### src/rtl/pipe_stage_reg.sv
// Elastic pipeline stage register with optional skid entry, hold/flush
// control and saturating stall/flush statistics.
module pipe_stage_reg #(
  parameter int DATA_W = 32,
  parameter int CTRL_W = 11,
  parameter int SKID   = 1,
  parameter int CNT_W  = 16
) (
  input  logic              Clk,
  input  logic              Rst,
  input  logic              in_valid,
  output logic              in_ready,
  input  logic [DATA_W-1:0] in_data,
  input  logic [CTRL_W-1:0] in_ctrl,
  output logic              out_valid,
  input  logic              out_ready,
  output logic [DATA_W-1:0] out_data,
  output logic [CTRL_W-1:0] out_ctrl,
  input  logic              Hold,
  input  logic              Flush,
  input  logic              ClrCnt,
  output logic [1:0]        occupancy,
  output logic [CNT_W-1:0]  stall_cnt,
  output logic [CNT_W-1:0]  flush_cnt
);

  typedef enum logic [1:0] {
    EMPTY = 2'd0,
    ONE   = 2'd1,
    TWO   = 2'd2
  } state_t;

  typedef struct packed {
    logic [CTRL_W-1:0] ctrl;
    logic [DATA_W-1:0] data;
  } entry_t;

  state_t state;
  entry_t main_q;
  entry_t skid_q;
  entry_t in_ent;
  logic   xin;
  logic   xout;
  logic   stall_inc;
  logic   flush_inc;

  assign in_ent = '{ctrl: in_ctrl, data: in_data};

  always_comb begin
    in_ready = 1'b0;
    if (!Flush && !Hold) begin
      if (SKID != 0)
        in_ready = (state != TWO);
      else
        in_ready = (state == EMPTY) || out_ready;
    end
  end

  assign out_valid = ~Flush & ~Hold & (state != EMPTY);
  assign xin       = in_valid & in_ready;
  assign xout      = out_valid & out_ready;
  assign out_data  = main_q.data;
  assign out_ctrl  = main_q.ctrl;

  always_comb begin
    occupancy = 2'd0;
    unique case (state)
      EMPTY:   occupancy = 2'd0;
      ONE:     occupancy = 2'd1;
      TWO:     occupancy = 2'd2;
      default: occupancy = 2'd0;
    endcase
  end

  always_ff @(posedge Clk or posedge Rst) begin
    if (Rst) begin
      state  <= EMPTY;
      main_q <= '0;
      skid_q <= '0;
    end else if (Flush) begin
      state  <= EMPTY;
      main_q <= '0;
      skid_q <= '0;
    end else if (!Hold) begin
      unique case (state)
        EMPTY: begin
          if (xin) begin
            state  <= ONE;
            main_q <= in_ent;
          end
        end
        ONE: begin
          if (xin && xout) begin
            main_q <= in_ent;
          end else if (xin) begin
            // Only reachable with a skid entry: in_ready needs out_ready otherwise
            state  <= TWO;
            skid_q <= in_ent;
          end else if (xout) begin
            state  <= EMPTY;
            main_q <= '0;
          end
        end
        TWO: begin
          if (xout) begin
            state  <= ONE;
            main_q <= skid_q;
            skid_q <= '0;
          end
        end
        default: begin
          state  <= EMPTY;
          main_q <= '0;
          skid_q <= '0;
        end
      endcase
    end
  end

  assign stall_inc = in_valid & ~in_ready & ~Flush;
  assign flush_inc = Flush & ((state != EMPTY) | in_valid);

  always_ff @(posedge Clk or posedge Rst) begin
    if (Rst) begin
      stall_cnt <= '0;
      flush_cnt <= '0;
    end else if (ClrCnt) begin
      stall_cnt <= '0;
      flush_cnt <= '0;
    end else begin
      if (stall_inc && (stall_cnt != '1))
        stall_cnt <= stall_cnt + CNT_W'(1);
      if (flush_inc && (flush_cnt != '1))
        flush_cnt <= flush_cnt + CNT_W'(1);
    end
  end

endmodule

### config.mk
export PLATFORM = sky130hd
export DESIGN_NAME = pipe_stage_reg
export DESIGN_NICKNAME = d
export VERILOG_FILES = /design/src/rtl/pipe_stage_reg.sv
export SDC_FILE = /design/constraint.sdc
export NUM_CORES = 1
export LEC_CHECK = 0
export CAP_MARGIN = 20
export CORE_UTILIZATION = 35
export DETAILED_ROUTE_END_ITERATION = 16
export GPL_TIMING_DRIVEN = 0
export PLACE_DENSITY = 0.69
export RECOVER_POWER = 100
export SYNTH_ARGS = -nofsm -noshare
export SYNTH_HDL_FRONTEND = slang
export SYNTH_SLANG_ARGS = --single-unit
export TNS_END_PERCENT = 1
### constraint.sdc
create_clock -name Clk -period 10.1 [get_ports Clk]
set_input_delay 1.01 -clock Clk [delete_from_list [all_inputs] [get_ports Clk]]
set_output_delay 1.01 -clock Clk [all_outputs]
set_load 0.02 [all_outputs]
Yosys cells after proc, flatten, opt, wreduce, memory -nomap -nowiden
Cells that the tools add are included.
- reduce and logical (&&, ||, !) cells: 13
- $lt $le $gt $ge: 0
- equal/unequal tests: 14
- shift-type cells: 0
- divide/modulo/power cells: 0
- add/subtract/negate cells: 2
- multiplexer cells: 26
- bitwise logic cells: 11
- multipliers: 0
- operators with widths (cell ; count):
    43-bit 2-to-1 mux ; 10
    43-bit one-hot mux with 3 select lines ; 2
    16-bit 2-to-1 mux ; 4
    16-bit by 1-bit adder with 16-bit output (second input constant) ; 2
    16-bit inequality test (second input constant) ; 2
    5-bit AND reduction ; 3
    2-bit 2-to-1 mux ; 7
    3-bit inequality test (second input constant) ; 4
    4-bit inequality test (second input constant) ; 3
    1-bit AND ; 7
    2-bit one-hot mux with 3 select lines ; 1
    2-bit nonzero test ; 3
    1-bit logical AND ; 4
    2-bit inequality test (second input constant) ; 2
    2-bit one-hot mux with 2 select lines ; 1
    1-bit NOT ; 3
    2-bit by 1-bit == test with 1-bit output (second input constant) ; 1
    2-bit == test (second input constant) ; 1
    1-bit zero test ; 2
    2-bit zero test ; 1
    2-bit by 1-bit inequality test with 1-bit output (second input constant) ; 1
    1-bit 2-to-1 mux ; 1
    1-bit bitwise OR ; 1
- bits in writable memories: 0
- bits in read-only memories: 0
- word-level logic and storage cells: 73
- bits in latches: 0
- memories: 0
- input port bits: 50
- output and inout port bits: 79
- flip-flop bits (word level): 120

Longest topological paths before layout
- depth in word-level cells: 10
- mapped depth: 7
- depth with buffers taken out: 5

Worst setup path after synthesis
Ideal clock, no wire load.
- path kind: input-to-output
- start point: input Flush
- end point: output in_ready
- buffers on the path: 1
- required time: 9.090 ns
- arrival time: 1.707 ns
- stages: 2
- slack: 7.383 ns
- cells stage by stage: buf_1 -> nor3_1
- longest elaborated chain between the ends: 3
- RTL lines (item ; line ; RTL):
    start: declaration ; 20 ; input logic Flush,
    1-bit zero test ; 51 ; if (!Flush && !Hold) begin
    1-bit logical AND ; 51 ;
    1-bit 2-to-1 mux ; 51 ;
    end: declaration ; 12 ; output logic in_ready,
Every way passes these cells.

Worst setup path in the final report
- start point: input Flush
- end point: output out_valid
- longest elaborated chain between the ends: 3
- RTL lines (item ; line ; RTL):
    1-bit NOT ; 59 ; assign out_valid = ~Flush & ~Hold & (state != EMPTY);
    1-bit AND (2 in series) ; 59 ;
    end: declaration ; 15 ; output logic out_valid,
Every way passes these cells.

==> metrics list <==
- Dividing the synthesized area by the synthesized cell count gives 10.1 µm².
* Most used flip-flop cell after synthesis: dfrtp_1
- Leaving out fill and tap cells, the most frequent cell in the layout is dfrtp_1.
- Counting stages on the worst path, the most repeated cell is dlygate4sd3_1.
- The congestion estimate from routability-driven global placement came to 0.860.
- Clock skew: 6.90 ps
- Gates resized during post-CTS repair numbered 0.
- Highest Clock Rate: 254 MHz
* Maximum clock insertion buffer count: 2
- Number of unique standard cell types used by synthesis: 49
- Measured along the y axis, the die boundary spans 131 µm.
* Async set-or-reset flop fraction in the synthesized netlist: 100%
- The top cell type by area accounts for 51.5% of the synthesized area.
- Die ar.: 17200 µm²
- Share of cells above drive strength 1: 6.55%
- Maximum number of pins on one net before global-route repair: 77
- Estimated wirelength of the detail-placed design: 11.0 mm
- Overall fraction of global-route tracks in use: 19.3%
* Number of placement rows: 46
- Counting flops and latches in the post-synthesis netlist gives 120.
* Violated checks: capacitance limit, slew limit
- CTS H-tree depth: 4
- Antenna violations before repair: 0
* Arrival time at the worst endpoint: 2920 ps
* Top fanout value on the critical path: 10
* Count of filler cells inserted in the layout: 1425
* Final hold violation count: 0
- Sequential cells were found to cover 51.5% of the synthesized design area.
- The cell area that synthesis handed to floorplanning was 5830 µm².
- Cell with the largest stage delay on the worst path: dlygate4sd3_1
- The largest single stage delay on the critical path is 720 ps.
* Signed area change from the synthesized netlist to the final layout: 38.0%
- Per-cell routed wire length: 16.6 µm
* Peak ir drop on the vdd network: 0.111 mV
- Clock sink count: 120
- Source-to-sink clock delay at the later pin of the worst-skew pair: 410 ps
* Clock buffers created by TritonCTS: 17
* Total Nets Final: 772
- 0 antenna diodes ended up in the layout.
* Vias per cell: 5.36
- The finished cells cover 8050 µm².
- Leakage Power: 3.49 nW
- Via count: 5089
- Placement-stage cell area: 7380 µm²
- The critical path in this run is classified as in -> out.
* Floorplan Core Area: 16100 µm²
* I/O Buffers: 125
* Global-route wire length before repair: 25.6 mm
- Register area: 3000 µm²
* Wirelength, routed: 15.7 mm
- STA puts the critical path data required time at 9090 ps.
- The worst setup path is captured at a primary output.
- The total overflow left after global routing is 0.
- Run status: finished, violations left
- Via count of the first global-routing pass: 5055
* Hold buffer count at cts: 0
- The count of nets left with antenna violations once routing finished came out at 0.
* Starting density of the core: 36.3%
- After detailed routing, the number of remaining DRC violations is 0.
* Synthesis warning total: 0
- Utilization after layout: 50.1%
- At the pin with the least slew margin, the transition time is 2080 ps.
* Worst hold path class: reg -> reg
* CTS clock-pin slew for the worst setup and hold paths: 60 ps
- Io pins: 129
- Share of the clock period used by the worst path after layout: 38.9%
- Horizontal extent of the die: 131 µm
- When the netlist entered floorplanning its net count stood at 627.
- Setup repair after global routing missed its margin: false
- The multi-input combinational cells in the finished layout cover a total of 2450 µm².
* CP Cell Sequence: dlygate4sd3_1 -> clkbuf_1 -> nor3_1 -> dlygate4sd3_1
- The tool flagged a number of max-cap violations equal to 1.
- Clock tree from TritonCTS: done
* Root buf cell: clkbuf_16
- The worst pin sits at a relative slew slack of -39.7%.
- Min cycle time layout: 3930 ps
* Total power divided by cell area: 167 nW/µm²
* Synth area leader: dfrtp_1
- Before antenna repair, the detailed router went through 5 iterations.
- Counting flops with a built-in enable in the synthesized netlist gives 0.
- Starting DRT DRC Count: 389
- The worst setup path is launched from a primary input.
- Post-CTS repair timing setup buffer count: 0
* Leading cell types in the layout, fill and taps excluded: 120 x dfrtp_1, 82 x dlygate4sd3_1, 55 x nand2_1
- Synthesized netlist cell count: 575
* Cell types with the largest area share after synthesis: dfrtp_1 52%, mux2i_1 7.7%, o2bb2ai_1 6.5%
* Max-slew violation total from the final report: 45
- Setup violations remaining at the end of the flow were counted as 0.
- Setup TNS Final: 0 ps
[cells by family (layout without fill, tap and decap cells)]
kind of cell,Yosys count,after routing,synth area share (%)
compound gates,155,155,19.5
fa+ha+maj,2,2,0.429
buf+inv,98,256,6.54
flops,120,120,51.5
mux,49,49,8.50
simple gates,151,151,13.5
[worst max-delay path: cells and delay by family]
kind,cells,cell delay [ps]
simple gates,1,310
buf+inv,3,1610
[registers in the layout (all words and copies together) (netlist names)]
signal,flops
skid_q,43
out_data,32
flush_cnt,16
stall_cnt,16
out_ctrl,11
state,2
[cells in the mapped netlist, types with 8 or more instances]
master     instances
nand4_1            9
o2bb2ai_1         43
inv_1             53
o21ai_0           10
nor3_1             8
nor2_1            15
mux2i_1           45
a21oi_1           26
clkbuf_1          32
or4_1             16
dfrtp_1          120
nand3_1           16
a22oi_1           43
buf_2             10
o31ai_1           15
or3_1              8
nand2_1           55
[cell type report]
cell class,count,area share [%]
sequential,120,37.3
multi-input combinational,357,30.4
timing repair buffer,126,15.9
clock buffer,20,5.55
tap,216,3.36
clock inverter,12,2.77
inverter,54,2.53
buffer,44,2.16
[through the flow]
step / hold WS [ps] / total power [mW] / setup slack [ps] / std cells
finish: 480 / 1.34 / 6170 / 949
global placement: 474 / 0.659 / 4210 / 916
detailed placement: 473 / 0.663 / 6310 / 917
floorplan: 497 / 0.595 / 5900 / 575
CTS: 490 / 1.36 / 6180 / 949
global route: 496 / 1.39 / 6000 / 949
[worst paths after layout]
check | endpoint | cells after the start | from | slack, ps
hold / removal | out_data[6] | 1 | out_data[6] | 480
setup reg to reg | out_data[1] | 6 | state[1] | 7680
setup / recovery | out_valid | 4 | Flush | 6170
min in group asynchronous | stall_cnt[5] | 2 | Rst | 1590
max in group asynchronous | out_data[0] | 3 | Rst | 7430
hold reg to reg | out_data[6] | 1 | out_data[6] | 480
[routing by layer]
metal / global-route usage (%) / vias to the layer above / share of wire [%] / wire, µm
met3: 4.75 / 22 / 5.5 / 867
met5: 0 / - / 0 / 0
met4: 7.23 / 0 / 1.6 / 244
li1: - / 2393 / - / -
met1: 25.9 / 2521 / 46 / 7170
met2: 30.0 / 153 / 47 / 7450
[power by group]
part | leakage, nW | switching [mW] | total [mW] | internal, mW
logic | 1.51 | 0.0806 | 0.141 | 0.0601
clock network | 0.320 | 0.224 | 0.693 | 0.469
registers | 1.66 | 0.0108 | 0.509 | 0.498
total | 3.49 | 0.315 | 1.34 | 1.03
No activity file was read; power rests on OpenSTA's default activity.
